[config.mk]
export PLATFORM = sky130hd
export DESIGN_NAME = l1mtx_input_hold_flat
export DESIGN_NICKNAME = d
export VERILOG_FILES = /design/src/rtl/l1mtx_input_hold_if.sv /design/src/rtl/l1mtx_input_hold.sv /design/src/flat_wrapper.sv
export SDC_FILE = /design/constraint.sdc
export NUM_CORES = 1
export LEC_CHECK = 0
export ABC_AREA = 1
export BUFFER_PORTS_ARGS = -buffer_cell sky130_fd_sc_hd__buf_2
export CAP_MARGIN = 5
export CORE_ASPECT_RATIO = 0.5
export CORE_MARGIN = 5
export CORE_UTILIZATION = 50
export DETAILED_ROUTE_END_ITERATION = 10
export PLACE_DENSITY = 0.8
export SYNTH_ARGS = -nofsm -noshare
export SYNTH_HDL_FRONTEND = slang
export SYNTH_SLANG_ARGS = --single-unit
[constraint.sdc]
create_clock -name HCLK -period 1.7 [get_ports HCLK]
set_input_delay 0 -clock HCLK [delete_from_list [all_inputs] [get_ports HCLK]]
set_output_delay 0 -clock HCLK [all_outputs]
set_load 0.005 [all_outputs]
[src/rtl/l1mtx_input_hold_if.sv]
// Bundle of the master-side AHB address/response signals and the matrix-side
// decode/arbiter hooks seen by one L1MTX input stage.
interface l1mtx_input_hold_if #(
  parameter int ADDR_WIDTH = 32
);
  // AHB master port
  logic                  HSELS;
  logic [ADDR_WIDTH-1:0] HADDRS;
  logic [1:0]            HTRANSS;
  logic                  HWRITES;
  logic [2:0]            HSIZES;
  logic [2:0]            HBURSTS;
  logic [3:0]            HPROTS;
  logic                  HMASTLOCKS;
  logic                  HREADYS;
  logic                  HREADYOUTS;
  logic [1:0]            HRESPS;

  // Output-stage feedback
  logic                  active_trans;
  logic                  readyout_m;
  logic [1:0]            resp_m;

  // Address phase toward decoder and arbiters
  logic                  sel_o;
  logic [ADDR_WIDTH-1:0] addr_o;
  logic [1:0]            trans_o;
  logic                  write_o;
  logic [2:0]            size_o;
  logic [2:0]            burst_o;
  logic [3:0]            prot_o;
  logic                  mastlock_o;
  logic                  trans_valid_o;

  modport slave (
    input  HSELS, HADDRS, HTRANSS, HWRITES, HSIZES, HBURSTS, HPROTS, HMASTLOCKS,
           HREADYS, active_trans, readyout_m, resp_m,
    output HREADYOUTS, HRESPS, sel_o, addr_o, trans_o, write_o, size_o, burst_o,
           prot_o, mastlock_o, trans_valid_o
  );

  modport master (
    output HSELS, HADDRS, HTRANSS, HWRITES, HSIZES, HBURSTS, HPROTS, HMASTLOCKS,
           HREADYS, active_trans, readyout_m, resp_m,
    input  HREADYOUTS, HRESPS, sel_o, addr_o, trans_o, write_o, size_o, burst_o,
           prot_o, mastlock_o, trans_valid_o
  );
endinterface

[src/rtl/l1mtx_input_hold.sv]
// L1MTX master-side input stage: forwards or holds the address phase until an
// output arbiter takes it, and relays the owning output stage's response.
module l1mtx_input_hold #(
  parameter int ADDR_WIDTH = 32
) (
  input  logic               HCLK,
  input  logic               HRESETn,
  l1mtx_input_hold_if.slave  bus
);

  typedef struct packed {
    logic [ADDR_WIDTH-1:0] addr;
    logic [1:0]            trans;
    logic                  write;
    logic [2:0]            size;
    logic [2:0]            burst;
    logic [3:0]            prot;
    logic                  mastlock;
  } aphase_t;

  typedef enum logic [1:0] {
    ST_IDLE = 2'd0,
    ST_PEND = 2'd1,
    ST_DATA = 2'd2
  } state_e;

  localparam logic [1:0] RESP_OKAY = 2'b00;

  state_e  state_q, state_d;
  aphase_t hold_q,  hold_d;
  aphase_t live;
  logic    new_req;
  logic    pend;

  assign live = '{
    addr:     bus.HADDRS,
    trans:    bus.HTRANSS,
    write:    bus.HWRITES,
    size:     bus.HSIZES,
    burst:    bus.HBURSTS,
    prot:     bus.HPROTS,
    mastlock: bus.HMASTLOCKS
  };

  // Only NONSEQ/SEQ on a selected, ready bus start a transfer.
  assign new_req = bus.HSELS & bus.HTRANSS[1] & bus.HREADYS;

  // The pending flag is exactly the PEND state: capture is the only way in,
  // a grant is the only way out.
  assign pend = (state_q == ST_PEND);

  // NOTE: every always_comb output gets a default before the case so no
  // path leaves it unassigned, which would otherwise infer a latch.
  always_comb begin
    state_d = state_q;
    hold_d  = hold_q;
    unique case (state_q)
      ST_IDLE: begin
        if (new_req) state_d = bus.active_trans ? ST_DATA : ST_PEND;
      end
      ST_PEND: begin
        if (bus.active_trans) state_d = ST_DATA;
      end
      ST_DATA: begin
        if (bus.readyout_m) begin
          if (new_req) state_d = bus.active_trans ? ST_DATA : ST_PEND;
          else         state_d = ST_IDLE;
        end
      end
      default: state_d = ST_IDLE;
    endcase
    // Capture only on entry to PEND; while pending the master is stalled and
    // whatever it drives must not disturb the held transfer.
    if (state_q != ST_PEND && state_d == ST_PEND) hold_d = live;
  end

  // NOTE: sequential state uses non-blocking assignments so every flop
  // samples the pre-edge values regardless of statement order.
  // NOTE: the holding register is reset along with the FSM so that the
  // presented address phase is never X after reset, even though it is only
  // observed while pending.
  always_ff @(posedge HCLK) begin
    if (!HRESETn) begin
      state_q <= ST_IDLE;
      hold_q  <= '0;
    end else begin
      state_q <= state_d;
      hold_q  <= hold_d;
    end
  end

  always_comb begin
    bus.HREADYOUTS = 1'b1;
    bus.HRESPS     = RESP_OKAY;
    unique case (state_q)
      ST_PEND: bus.HREADYOUTS = 1'b0;
      ST_DATA: begin
        bus.HREADYOUTS = bus.readyout_m;
        bus.HRESPS     = bus.resp_m;
      end
      default: ;
    endcase
  end

  assign bus.addr_o        = pend ? hold_q.addr     : live.addr;
  assign bus.trans_o       = pend ? hold_q.trans    : live.trans;
  assign bus.write_o       = pend ? hold_q.write    : live.write;
  assign bus.size_o        = pend ? hold_q.size     : live.size;
  assign bus.burst_o       = pend ? hold_q.burst    : live.burst;
  assign bus.prot_o        = pend ? hold_q.prot     : live.prot;
  assign bus.mastlock_o    = pend ? hold_q.mastlock : live.mastlock;
  assign bus.sel_o         = pend | bus.HSELS;
  assign bus.trans_valid_o = pend | new_req;

endmodule

[src/flat_wrapper.sv]
// flat-port wrapper written by rule: the top's interface ports become plain ports
module l1mtx_input_hold_flat 
#(
  parameter int ADDR_WIDTH = 32
)
  (HCLK, HRESETn, bus_HSELS, bus_HADDRS, bus_HTRANSS, bus_HWRITES, bus_HSIZES, bus_HBURSTS, bus_HPROTS, bus_HMASTLOCKS, bus_HREADYS, bus_active_trans, bus_readyout_m, bus_resp_m, bus_HREADYOUTS, bus_HRESPS, bus_sel_o, bus_addr_o, bus_trans_o, bus_write_o, bus_size_o, bus_burst_o, bus_prot_o, bus_mastlock_o, bus_trans_valid_o);
  l1mtx_input_hold_if #(.ADDR_WIDTH(ADDR_WIDTH)) bus_i ();
  input  logic HCLK;
  input  logic HRESETn;
  input wire logic [$bits(bus_i.HSELS)-1:0] bus_HSELS;
  input wire logic [$bits(bus_i.HADDRS)-1:0] bus_HADDRS;
  input wire logic [$bits(bus_i.HTRANSS)-1:0] bus_HTRANSS;
  input wire logic [$bits(bus_i.HWRITES)-1:0] bus_HWRITES;
  input wire logic [$bits(bus_i.HSIZES)-1:0] bus_HSIZES;
  input wire logic [$bits(bus_i.HBURSTS)-1:0] bus_HBURSTS;
  input wire logic [$bits(bus_i.HPROTS)-1:0] bus_HPROTS;
  input wire logic [$bits(bus_i.HMASTLOCKS)-1:0] bus_HMASTLOCKS;
  input wire logic [$bits(bus_i.HREADYS)-1:0] bus_HREADYS;
  input wire logic [$bits(bus_i.active_trans)-1:0] bus_active_trans;
  input wire logic [$bits(bus_i.readyout_m)-1:0] bus_readyout_m;
  input wire logic [$bits(bus_i.resp_m)-1:0] bus_resp_m;
  output wire logic [$bits(bus_i.HREADYOUTS)-1:0] bus_HREADYOUTS;
  output wire logic [$bits(bus_i.HRESPS)-1:0] bus_HRESPS;
  output wire logic [$bits(bus_i.sel_o)-1:0] bus_sel_o;
  output wire logic [$bits(bus_i.addr_o)-1:0] bus_addr_o;
  output wire logic [$bits(bus_i.trans_o)-1:0] bus_trans_o;
  output wire logic [$bits(bus_i.write_o)-1:0] bus_write_o;
  output wire logic [$bits(bus_i.size_o)-1:0] bus_size_o;
  output wire logic [$bits(bus_i.burst_o)-1:0] bus_burst_o;
  output wire logic [$bits(bus_i.prot_o)-1:0] bus_prot_o;
  output wire logic [$bits(bus_i.mastlock_o)-1:0] bus_mastlock_o;
  output wire logic [$bits(bus_i.trans_valid_o)-1:0] bus_trans_valid_o;
  assign bus_i.HSELS = bus_HSELS;
  assign bus_i.HADDRS = bus_HADDRS;
  assign bus_i.HTRANSS = bus_HTRANSS;
  assign bus_i.HWRITES = bus_HWRITES;
  assign bus_i.HSIZES = bus_HSIZES;
  assign bus_i.HBURSTS = bus_HBURSTS;
  assign bus_i.HPROTS = bus_HPROTS;
  assign bus_i.HMASTLOCKS = bus_HMASTLOCKS;
  assign bus_i.HREADYS = bus_HREADYS;
  assign bus_i.active_trans = bus_active_trans;
  assign bus_i.readyout_m = bus_readyout_m;
  assign bus_i.resp_m = bus_resp_m;
  assign bus_HREADYOUTS = bus_i.HREADYOUTS;
  assign bus_HRESPS = bus_i.HRESPS;
  assign bus_sel_o = bus_i.sel_o;
  assign bus_addr_o = bus_i.addr_o;
  assign bus_trans_o = bus_i.trans_o;
  assign bus_write_o = bus_i.write_o;
  assign bus_size_o = bus_i.size_o;
  assign bus_burst_o = bus_i.burst_o;
  assign bus_prot_o = bus_i.prot_o;
  assign bus_mastlock_o = bus_i.mastlock_o;
  assign bus_trans_valid_o = bus_i.trans_valid_o;
  l1mtx_input_hold #(.ADDR_WIDTH(ADDR_WIDTH)) u_core (.HCLK(HCLK), .HRESETn(HRESETn), .bus(bus_i));
endmodule
# Yosys cells after proc, flatten, opt, wreduce, memory -nomap -nowiden
# Index checks and enable logic that the tools add are counted.
[classes]
n_eq_ne = 4
n_bitwise = 4
reduce_logical = 2
mux = 15
[ops]
columns = ["op", "n"]
rows = [
  ["2-to-1 mux 32 bit", 1],
  ["2-to-1 mux 2 bit", 7],
  ["2-to-1 mux 3 bit", 2],
  ["one-hot mux 2 bit (3 select lines)", 1],
  ["equality test 2 x 1 -> 1 bit, second input constant", 2],
  ["2-to-1 mux 4 bit", 1],
  ["AND 1 bit", 2],
  ["equality test 2 bit, second input constant", 1],
  ["logical NOT 2 bit", 1],
  ["2-to-1 mux 1 bit", 2],
  ["!= test 2 x 1 -> 1 bit, second input constant", 1],
  ["OR 1 bit", 2],
  ["one-hot mux 1 bit (2 select lines)", 1],
  ["logical AND 1 bit", 1],
]
[totals]
elab_cells = 33
input_bits = 54
reg_bits = 48
out_inout_bits = 51

# Logic depth before layout (Yosys ltp)
# Gate-level depths: netlist of the first run.
[logic_depth]
depth_word = 7
mapped_depth = 9
ltp_nobuf = 8

# Worst setup path after synthesis of the first run
# Ideal clock, no wire load.
[synth_timing]
kind = "flip-flop to flip-flop"
from = "register u_core.state_q[1]"
to = "register u_core.hold_q[14] (netlist bit)"
t_required_ps = 1590
n_path_buf = 2
path_stages_with_launch = 9
setup_ps = 110
arrival_ps = 1071
period_less_slack_ps = 1181
setup_slack_ps = 519
path_cell_list = "dfxtp_1 nand2_1 nand2_1 nor2_4 buf_6 buf_2 nand4_1 nand2_1 nor2_1"
[synth_between]
elab_chain_len = 4
elab_cells_between_ends = 10
classes_between = "eq/ne: 4; mux: 4; reduce/logical: 2"
[synth_lines]
columns = ["item", "line_no", "source"]
rows = [
  ["start: declaration", "l1mtx_input_hold.sv:29", "state_e state_q, state_d;"],
  ["start signal: assignment", "l1mtx_input_hold.sv:87", "state_q <= state_d;"],
  ["equality test 2 bit, or another cell as far along", "l1mtx_input_hold.sv:57", "unique case (state_q)"],
  ["one-hot mux 2 bit (3 select lines)", "l1mtx_input_hold.sv:57", ""],
  ["equality test 2 x 1 -> 1 bit", "l1mtx_input_hold.sv:74", "if (state_q != ST_PEND && state_d == ST_PEND) hold_d = live;"],
  ["logical AND 1 bit *", "l1mtx_input_hold.sv:74", ""],
  ["end signal: assignment", "l1mtx_input_hold.sv:88", "hold_q <= hold_d;"],
  ["end: declaration", "l1mtx_input_hold.sv:30", "aphase_t hold_q, hold_d;"],
]
# Every way passes the cells marked *; elsewhere a longest branch is shown, timed or not.
# A chain may end at the register's enable or synchronous reset.

# Worst setup path in the final report of the first run
[layout_timing]
from = "register u_core.state_q[1]"
to = "output port bus_mastlock_o"
[layout_between]
elab_chain_len = 2
[layout_lines]
columns = ["item", "line_no", "source"]
rows = [
  ["equality test 2 x 1 -> 1 bit", "l1mtx_input_hold.sv:50", "assign pend = (state_q == ST_PEND);"],
  ["2-to-1 mux 1 bit", "l1mtx_input_hold.sv:111", "assign bus.mastlock_o = pend ? hold_q.mastlock : live.mastlock;"],
  ["end: declaration", "flat_wrapper.sv:31", "output wire logic [$bits(bus_i.mastlock_o)-1:0] bus_mastlock_o;"],
]
# No other way between the ends.

==> impl_metrics.prom, run 1 <==
# TYPE chip_impl_metric gauge
chip_impl_info{name="status",value="complete, no violations"} 1
chip_impl_metric{name="min_period",unit="ps"} 1534
chip_impl_metric{name="drive_above_1_share",unit="%"} 20.63
chip_impl_metric{name="antennaDiodeCount",unit=""} 0
chip_impl_metric{name="drtAntennaViolNets",unit=""} 0
chip_impl_metric{name="clock_path_buffers",unit=""} 2
chip_impl_metric{name="grt_pass1_vias",unit=""} 2734
chip_impl_metric{name="cp_data_arrival_time",unit="ps"} 1530
chip_impl_metric{name="leakage",unit="nW"} 2.187
chip_impl_metric{name="chipHeight",unit="µm"} 64.74
chip_impl_metric{name="ir_worst_vdd",unit="mV"} 0.4112
chip_impl_metric{name="buffer_count_from_post_cts_setup_fixing",unit=""} 0
chip_impl_info{name="synth.largest_area_cell",value="sky130_fd_sc_hd__dfxtp_1"} 1
chip_impl_metric{name="cts.htree.levels",unit=""} 2
chip_impl_info{name="worst_setup_ep",value="bus_mastlock_o"} 1
chip_impl_metric{name="yosysSeqAreaShare",unit="%"} 32.07
chip_impl_metric{name="wire_length_per_cell_after_detailed_routing",unit="µm"} 10.28
chip_impl_metric{name="buffer_ports.inserted",unit=""} 104
chip_impl_metric{name="finish.net_count",unit=""} 659
chip_impl_metric{name="finalCritPeriodShare",unit="%"} 90.25
chip_impl_metric{name="timing.clock.skew",unit="ps"} 2.603
chip_impl_metric{name="pin_count",unit=""} 105
chip_impl_info{name="worst_setup_path_end_kind",value="primary output"} 1
chip_impl_metric{name="number_of_antenna_violations_at_the_first_check_in_global_routing",unit=""} 0
chip_impl_metric{name="r2r.worst_path.cells",unit=""} 6
chip_impl_metric{name="post_drt_via_cell_ratio",unit=""} 4.570
chip_impl_info{name="path_class",value="reg2out"} 1
chip_impl_metric{name="place.gp.congestion",unit=""} 0.7733
chip_impl_metric{name="holdBufCountCts",unit=""} 0
chip_impl_info{name="clock_root_buffer",value="sky130_fd_sc_hd__clkbuf_16"} 1
chip_impl_metric{name="drtPass1Iterations",unit=""} 5
chip_impl_info{name="crit_path_start_kind",value="flop"} 1
chip_impl_metric{name="vias",unit=""} 3103
chip_impl_metric{name="seqPwrFrac",unit="%"} 44.4
chip_impl_metric{name="initial_core_utilization",unit="%"} 53.19
chip_impl_metric{name="synth.net_count",unit=""} 573
chip_impl_metric{name="layoutNonFillerInstCount",unit=""} 679
chip_impl_metric{name="p_clk_share",unit="%"} 36.2
chip_impl_metric{name="area_delta_synth_final",unit="%"} 22.63
chip_impl_metric{name="detailedRoute.firstIterationViolations",unit=""} 153
chip_impl_metric{name="relSlewSlack",unit="%"} 71.47
chip_impl_info{name="timing.rr.start",value="u_core.state_q[0]$_SDFF_PN0_"} 1
chip_impl_metric{name="syn-instance-count",unit=""} 519
chip_impl_metric{name="place.detailed.instances",unit=""} 670
chip_impl_metric{name="die_w",unit="µm"} 119.5
chip_impl_metric{name="synth_cell_type_count",unit=""} 17
chip_impl_metric{name="grt_start_max_net_pins",unit=""} 52
chip_impl_metric{name="netlist_area",unit="µm²"} 2997
chip_impl_metric{name="totalPowerFinal",unit="mW"} 2.682
chip_impl_info{name="rsz0062_at_grt",value="false"} 1
chip_impl_info{name="cts_tree",value="yes"} 1
chip_impl_metric{name="worstPathRequired",unit="ps"} 1700
chip_impl_info{name="post_synth_main_area_contributors",value="sky130_fd_sc_hd__dfxtp_1, sky130_fd_sc_hd__inv_1, sky130_fd_sc_hd__nand2_1"} 1
chip_impl_metric{name="max_slew_violation_count",unit=""} 0
chip_impl_metric{name="gr-usage-all-layers",unit="%"} 17.98
chip_impl_metric{name="grt_pass1_wl",unit="mm"} 11.72
chip_impl_metric{name="design.die.area",unit="µm²"} 7735
chip_impl_metric{name="setup-tns-final",unit="ps"} 0
chip_impl_metric{name="critical_path_peak_fanout",unit=""} 51
chip_impl_metric{name="worstMarginPinSlew",unit="ps"} 428.0
chip_impl_metric{name="power.internal",unit="mW"} 1.974
chip_impl_metric{name="post-dp-hpwl",unit="mm"} 4.811
chip_impl_metric{name="grt.overflow.total",unit=""} 0
chip_impl_info{name="hp_class",value="in2reg"} 1
chip_impl_info{name="regToRegEndpoint",value="u_core.hold_q[20]$_SDFFE_PN0P_"} 1
chip_impl_metric{name="total_cts_buffers",unit=""} 5
chip_impl_metric{name="max_freq",unit="MHz"} 651.8
chip_impl_metric{name="drv_cap",unit=""} 0
chip_impl_metric{name="report.final.setup_viol",unit=""} 0
chip_impl_metric{name="final_routed_drc_violation_total",unit=""} 0
chip_impl_metric{name="clk-insertion-delay-late",unit="ps"} 280
chip_impl_metric{name="core_area",unit="µm²"} 5634
chip_impl_metric{name="pwr-share-comb",unit="%"} 19.3
chip_impl_metric{name="post-synth-top-area-fraction",unit="%"} 32.07
chip_impl_metric{name="p_sw",unit="µW"} 707.3
chip_impl_metric{name="num_rows",unit=""} 19
chip_impl_metric{name="areal_power_density_over_the_cells",unit="nW/µm²"} 729.8
chip_impl_metric{name="syn_area_per_cell",unit="µm²"} 5.774
chip_impl_metric{name="tritoncts_num_sinks",unit=""} 48
chip_impl_metric{name="fin_hold_viols",unit=""} 0
chip_impl_metric{name="clkTransAtPathRegs",unit="ps"} 60
chip_impl_metric{name="regToRegSetupSlack",unit="ps"} 210
chip_impl_metric{name="yosys_register_bits",unit=""} 48
chip_impl_info{name="layout.cells.most_common",value="sky130_fd_sc_hd__inv_1"} 1
chip_impl_metric{name="power_switching_share",unit="%"} 26.38
chip_impl_metric{name="yosysWarnings",unit=""} 0
chip_impl_info{name="final_cell_mix",value="sky130_fd_sc_hd__inv_1, sky130_fd_sc_hd__nand2_1, sky130_fd_sc_hd__buf_2"} 1
chip_impl_metric{name="route.final.wire_length",unit="mm"} 6.982
chip_impl_metric{name="number_of_cells_upsized_or_downsized_after_cts",unit=""} 0
chip_impl_info{name="cp-startpoint",value="u_core.state_q[1]$_SDFF_PN0_"} 1
==> logic make-up (layout without fill, tap and decap cells) <==
group / Yosys count / after routing / share of synthesized area [%]
AND/OR/NAND/NOR: 242 / 243 / 34.82
buffers and inverters: 180 / 266 / 24.84
AO/OA/AOI/OAI: 49 / 49 / 8.267
flip-flops: 48 / 48 / 32.07
==> through the flow <==
| stage | instance area (µm²) | hold WS, ps | utilization [%] | setup WS (ps) |
|---|---|---|---|---|
| after floorplan | 2997 | 70.71 | - | 518.6 |
| after global placement | 3505 | 276.9 | 62.20 | 236.8 |
| after detailed placement | 3505 | 280.0 | 62.20 | 185.1 |
| after CTS | 3654 | 46.11 | 64.85 | 96.69 |
| after global routing | 3675 | 76.92 | 65.22 | 3.744 |
| final | 3675 | 48.13 | 65.22 | 165.8 |
==> sequential cells by signal (all words and copies together) (netlist names) <==
signal and flops:
u_core.state_q 2, u_core.hold_q 46
==> worst min path at each step <==
stage	start	cells past startpoint	slack (ps)	end
2_1_floorplan	bus_resp_m[0]	2	70	bus_HRESPS[0]
3_3_place_gp	bus_resp_m[1]	4	280	bus_HRESPS[1]
3_5_place_dp	bus_resp_m[0]	4	280	bus_HRESPS[0]
4_1_cts	bus_HSIZES[0]	5	50	u_core.hold_q[8]$_SDFFE_PN0P_
5_1_grt	bus_HADDRS[19]	5	80	u_core.hold_q[33]$_SDFFE_PN0P_
6_report	bus_HSIZES[2]	5	50	u_core.hold_q[10]$_SDFFE_PN0P_
==> layout make-up <==
class / count / area (µm²)
well taps: 73 / 91.34
fillers: 561 / 1959
clock buffers: 6 / 138.9
flip-flops and latches: 48 / 960.9
multi-input cells: 292 / 1316
inverters: 146 / 548.0
repair buffers: 112 / 609.3
clock inverters: 2 / 10.01
==> cell usage after synthesis <==
cell                       instances
sky130_fd_sc_hd__nand3_4           1
sky130_fd_sc_hd__clkbuf_1          6
sky130_fd_sc_hd__dfxtp_1          48
sky130_fd_sc_hd__buf_1             4
sky130_fd_sc_hd__inv_2             1
sky130_fd_sc_hd__o211ai_1          1
sky130_fd_sc_hd__inv_1           145
sky130_fd_sc_hd__nand4_1          45
sky130_fd_sc_hd__nor2_1           49
sky130_fd_sc_hd__o21ai_0          47
sky130_fd_sc_hd__a21oi_1           1
sky130_fd_sc_hd__buf_4             3
sky130_fd_sc_hd__buf_2            16
sky130_fd_sc_hd__nand3_1           1
sky130_fd_sc_hd__nand2_1         145
sky130_fd_sc_hd__buf_6             5
sky130_fd_sc_hd__nor2_4            1
==> power by group through the flow <==
stage                     Clock [mW]  Sequential (mW)  Combinational, mW
after CTS                       1.00             1.19              0.520
after global placement             0             1.21              0.507
after global routing            1.05             1.20              0.608
final                          0.972             1.19              0.518
after detailed placement           0             1.22              0.514
after floorplan                    0             1.21              0.329
==> worst max-delay path, stage by stage, from the launching register on <==
cell and delay (ps):
sky130_fd_sc_hd__dfxtp_1 360, sky130_fd_sc_hd__inv_1 80, sky130_fd_sc_hd__nand2_4 120, sky130_fd_sc_hd__buf_6 300, sky130_fd_sc_hd__nand2_1 70, sky130_fd_sc_hd__o21ai_0 130, sky130_fd_sc_hd__buf_2 170
==> metal layers <==
metal	part of all wire, %	GRT usage, %	up-vias
met5	0	0	-
met3	6.1	4.431	4
met1	45	22.40	1323
met2	48	31.74	74
li1	-	-	1702
met4	0.76	4.422	0
(Power assumes the default switching activity.)
==> run 2, diff against run 1 <==
--- a/config.mk
+++ b/config.mk
@@ -5,14 +5,14 @@
 export SDC_FILE = /design/constraint.sdc
 export NUM_CORES = 1
 export LEC_CHECK = 0
-export ABC_AREA = 1
 export BUFFER_PORTS_ARGS = -buffer_cell sky130_fd_sc_hd__buf_2
 export CAP_MARGIN = 5
 export CORE_ASPECT_RATIO = 0.5
 export CORE_MARGIN = 5
 export CORE_UTILIZATION = 50
+export CTS_BUF_LIST = sky130_fd_sc_hd__clkbuf_4 sky130_fd_sc_hd__clkbuf_8
 export DETAILED_ROUTE_END_ITERATION = 10
-export PLACE_DENSITY = 0.8
+export PLACE_DENSITY = 0.82
 export SYNTH_ARGS = -nofsm -noshare
 export SYNTH_HDL_FRONTEND = slang
 export SYNTH_SLANG_ARGS = --single-unit
==> run 2 against run 1 <==
  * Critical path depth fell by 1
  * Die area fell by 13%
  * Core utilization rose by 8.7 points
  * Wire length fell by 4.5%
  * Largest power group unchanged
  * Sequential power barely moved
  * Critical endpoint is now bus_size_o[1]
==> impl_metrics.prom, run 2 <==
# TYPE chip_impl_metric gauge
chip_impl_metric{name="place.detailed.instances",unit=""} 427
chip_impl_info{name="layout.cells.most_common",value="sky130_fd_sc_hd__buf_2"} 1
chip_impl_info{name="hp_class",value="in2reg"} 1
chip_impl_metric{name="post-synth-top-area-fraction",unit="%"} 37.35
chip_impl_metric{name="final_routed_drc_violation_total",unit=""} 0
chip_impl_info{name="synth.largest_area_cell",value="sky130_fd_sc_hd__dfxtp_1"} 1
chip_impl_metric{name="number_of_fillers_in_the_final_layout",unit=""} 329
chip_impl_metric{name="worstPathRequired",unit="ps"} 1700
chip_impl_metric{name="syn_area_per_cell",unit="µm²"} 9.599
chip_impl_metric{name="areal_power_density_over_the_cells",unit="nW/µm²"} 636.8
chip_impl_info{name="path_class",value="reg2out"} 1
chip_impl_info{name="post_synth_main_area_contributors",value="sky130_fd_sc_hd__dfxtp_1, sky130_fd_sc_hd__mux2_2, sky130_fd_sc_hd__mux2i_1"} 1
chip_impl_info{name="synth_most_common_cell",value="sky130_fd_sc_hd__nand2_1"} 1
chip_impl_metric{name="grt_start_max_net_pins",unit=""} 55
chip_impl_metric{name="seqPwrFrac",unit="%"} 49.9
chip_impl_metric{name="netlist_area",unit="µm²"} 2572
chip_impl_info{name="status",value="complete, no violations"} 1
chip_impl_metric{name="clk-insertion-delay-late",unit="ps"} 290
chip_impl_metric{name="synth.net_count",unit=""} 322
chip_impl_metric{name="vias",unit=""} 2369
chip_impl_metric{name="min_period",unit="ps"} 1587
chip_impl_metric{name="yosys_register_bits",unit=""} 48
chip_impl_metric{name="critical_path_peak_fanout",unit=""} 30
chip_impl_metric{name="gr-usage-all-layers",unit="%"} 19.29
chip_impl_metric{name="cts.htree.levels",unit=""} 2
chip_impl_metric{name="total_cts_buffers",unit=""} 5
chip_impl_metric{name="max_ffs_per_register",unit=""} 46
chip_impl_metric{name="detailedRoute.firstIterationViolations",unit=""} 104
chip_impl_metric{name="timing.clock.skew",unit="ps"} 8.992
chip_impl_metric{name="core_area",unit="µm²"} 4955
chip_impl_metric{name="cp_data_arrival_time",unit="ps"} 1590
chip_impl_metric{name="grt_pass1_vias",unit=""} 2364
chip_impl_metric{name="grt.overflow.total",unit=""} 0
chip_impl_metric{name="clkTransAtPathRegs",unit="ps"} 80
chip_impl_metric{name="ir_worst_vdd",unit="mV"} 0.4812
chip_impl_metric{name="design.die.area",unit="µm²"} 6767
chip_impl_metric{name="relSlewSlack",unit="%"} 66.58
chip_impl_metric{name="yosysSeqAreaShare",unit="%"} 37.35
chip_impl_metric{name="post-dp-hpwl",unit="mm"} 4.397
chip_impl_info{name="rsz0062_at_grt",value="false"} 1
chip_impl_metric{name="layoutNonFillerInstCount",unit=""} 481
chip_impl_metric{name="p_sw",unit="µW"} 572.1
chip_impl_metric{name="worstMarginPinSlew",unit="ps"} 501.3
chip_impl_info{name="final_cell_mix",value="sky130_fd_sc_hd__buf_2, sky130_fd_sc_hd__nand2_1, sky130_fd_sc_hd__mux2_2, sky130_fd_sc_hd__dlygate4sd3_1, sky130_fd_sc_hd__dfxtp_1"} 1
chip_impl_info{name="reg.largest.list",value="u_core.hold_q (46), u_core.state_q (2)"} 1
chip_impl_metric{name="num_rows",unit=""} 18
chip_impl_metric{name="drtAntennaViolNets",unit=""} 0
chip_impl_metric{name="finalCritPeriodShare",unit="%"} 93.34
chip_impl_info{name="crit_path_start_kind",value="flop"} 1
chip_impl_metric{name="drv_cap",unit=""} 0
chip_impl_metric{name="drive_above_1_share",unit="%"} 41.36
chip_impl_metric{name="route.final.wire_length",unit="mm"} 6.669
chip_impl_metric{name="drtPass1Iterations",unit=""} 4
chip_impl_info{name="worst_setup_path_end_kind",value="primary output"} 1
chip_impl_metric{name="die_w",unit="µm"} 111.4
chip_impl_metric{name="pin_count",unit=""} 105
chip_impl_metric{name="initial_core_utilization",unit="%"} 51.92
chip_impl_metric{name="syn-instance-count",unit=""} 268
chip_impl_info{name="cts_tree",value="yes"} 1
chip_impl_metric{name="synth-edff-count",unit=""} 0
chip_impl_metric{name="p_clk_share",unit="%"} 30.7
chip_impl_metric{name="grt_pass1_wl",unit="mm"} 10.59
chip_impl_metric{name="buffer_count_from_post_cts_setup_fixing",unit=""} 0
chip_impl_info{name="yosys-top-cells-count",value="sky130_fd_sc_hd__nand2_1, sky130_fd_sc_hd__dfxtp_1, sky130_fd_sc_hd__mux2_2"} 1
chip_impl_info{name="max_flop_register",value="u_core.hold_q"} 1
chip_impl_metric{name="buffer_ports.inserted",unit=""} 104
chip_impl_metric{name="place.gp.congestion",unit=""} 0.7710
chip_impl_metric{name="power.internal",unit="mW"} 1.761
chip_impl_metric{name="synth_cell_type_count",unit=""} 21
chip_impl_metric{name="setup-tns-final",unit="ps"} 0
chip_impl_info{name="clock_root_buffer",value="sky130_fd_sc_hd__clkbuf_8"} 1
chip_impl_metric{name="max_slew_violation_count",unit=""} 0
chip_impl_metric{name="antennaDiodeCount",unit=""} 0
chip_impl_metric{name="finish.net_count",unit=""} 464
chip_impl_metric{name="pwr-share-comb",unit="%"} 19.4
chip_impl_metric{name="tritoncts_num_sinks",unit=""} 48
chip_impl_metric{name="asyncSetResetFlopFracSynth",unit="%"} 0
chip_impl_metric{name="max_freq",unit="MHz"} 630.2
chip_impl_metric{name="leakage",unit="nW"} 1.566
chip_impl_metric{name="number_of_antenna_violations_at_the_first_check_in_global_routing",unit=""} 0
chip_impl_metric{name="clock_path_buffers",unit=""} 2
chip_impl_metric{name="report.final.setup_viol",unit=""} 0
chip_impl_info{name="most_frequently_used_flop_master_after_synthesis",value="sky130_fd_sc_hd__dfxtp_1"} 1
chip_impl_metric{name="chipHeight",unit="µm"} 60.72
chip_impl_metric{name="post_drt_via_cell_ratio",unit=""} 4.925
chip_impl_metric{name="wire_length_per_cell_after_detailed_routing",unit="µm"} 13.86
chip_impl_metric{name="area_delta_synth_final",unit="%"} 42.41
chip_impl_metric{name="power_switching_share",unit="%"} 24.52
chip_impl_metric{name="yosysWarnings",unit=""} 0
chip_impl_metric{name="fin_hold_viols",unit=""} 0
==> run 2: cell types whose count changed after synthesis, moves of 3 or more <==
| cell | change |
|---|---|
| sky130_fd_sc_hd__inv_1 | -143 |
| sky130_fd_sc_hd__nand2_1 | -53 |
| sky130_fd_sc_hd__nor2_1 | -49 |
| sky130_fd_sc_hd__mux2_2 | +46 |
| sky130_fd_sc_hd__mux2i_1 | +45 |
| sky130_fd_sc_hd__nand4_1 | -45 |
| sky130_fd_sc_hd__o21ai_0 | -45 |
| sky130_fd_sc_hd__buf_2 | -13 |
| sky130_fd_sc_hd__buf_12 | +4 |
| sky130_fd_sc_hd__buf_1 | -3 |
| sky130_fd_sc_hd__buf_6 | -3 |
| sky130_fd_sc_hd__nor3b_1 | +3 |
==> run 2: power by group through the flow <==
stage	sequential (mW)	clock (mW)	combinational, mW
detailed placement	1.19	0	0.365
global placement	1.19	0	0.352
global route	1.17	0.791	0.494
floorplan	1.18	0	0.206
CTS	1.16	0.735	0.447
finish	1.16	0.717	0.452
==> run 2: cell type report <==
cell class	count	area (µm²)	area share, %
Multi-Input combinational cell	197	1433	39.11
Clock inverter	1	7.507	0.2049
Sequential cell	48	963.4	26.30
Inverter	2	7.507	0.2049
Timing Repair Buffer	156	1075	29.34
Tap cell	70	87.58	2.391
Clock buffer	7	90.09	2.459
==> run 2: routing by layer <==
layer | GRT usage [%] | vias to the layer above | routed length, µm
met5 | 0 | - | 0
met4 | 6.759 | 0 | 125
met3 | 5.378 | 12 | 294
met2 | 38.05 | 68 | 3627
met1 | 20.63 | 1107 | 2622
li1 | - | 1182 | -
==> run 2: cell families (layout without fill, tap and decap cells) <==
logic type	count (synthesis)	in the layout	share of synthesized area, %
buffers and inverters	23	166	7.052
AND/OR/NAND/NOR	99	99	15.56
multiplexers	91	91	37.65
AO/OA/AOI/OAI	7	7	2.384
flip-flops	48	48	37.35
==> run 2: final timing paths <==
| kind | start | endpoint | slack, ps | cells after the start |
|---|---|---|---|---|
| setup / recovery | u_core.state_q[1]$_SDFF_PN0_ | bus_size_o[1] | 110 | 5 |
| hold reg to reg | u_core.hold_q[6]$_SDFFE_PN0P_ | u_core.hold_q[6]$_SDFFE_PN0P_ | 460 | 2 |
| hold / removal | bus_readyout_m | u_core.state_q[1]$_SDFF_PN0_ | 70 | 4 |
| setup reg to reg | u_core.state_q[0]$_SDFF_PN0_ | u_core.hold_q[30]$_SDFFE_PN0P_ | 200 | 3 |
==> run 2: through the flow <==
step                      util (%)  setup slack [ps]  hold slack, ps  instance area, µm²  total power [mW]
after floorplan                  -             375.5           75.70                2572             1.390
after global placement       62.40             219.4           228.7                3092             1.539
after detailed placement     62.40             120.8           233.2                3092             1.554
after CTS                    73.74             54.49           46.52                3654             2.345
after global routing         73.94             24.66           78.23                3664             2.452
final                        73.94             113.2           72.79                3664             2.333
==> run 2: what timing repair did <==
action	in CTS	in global routing
hold endpoints to repair	46	0
endpoints found under the setup margin	4	54
hold buffers	46	0
gates resized for setup	1	4
==> run 2: worst max-delay path, cell delays in order, from the launching register on <==
cell and delay (ps):
sky130_fd_sc_hd__dfxtp_2 370, sky130_fd_sc_hd__inv_1 100, sky130_fd_sc_hd__nand2_2 120, sky130_fd_sc_hd__buf_12 210, sky130_fd_sc_hd__mux2_2 360, sky130_fd_sc_hd__buf_2 130
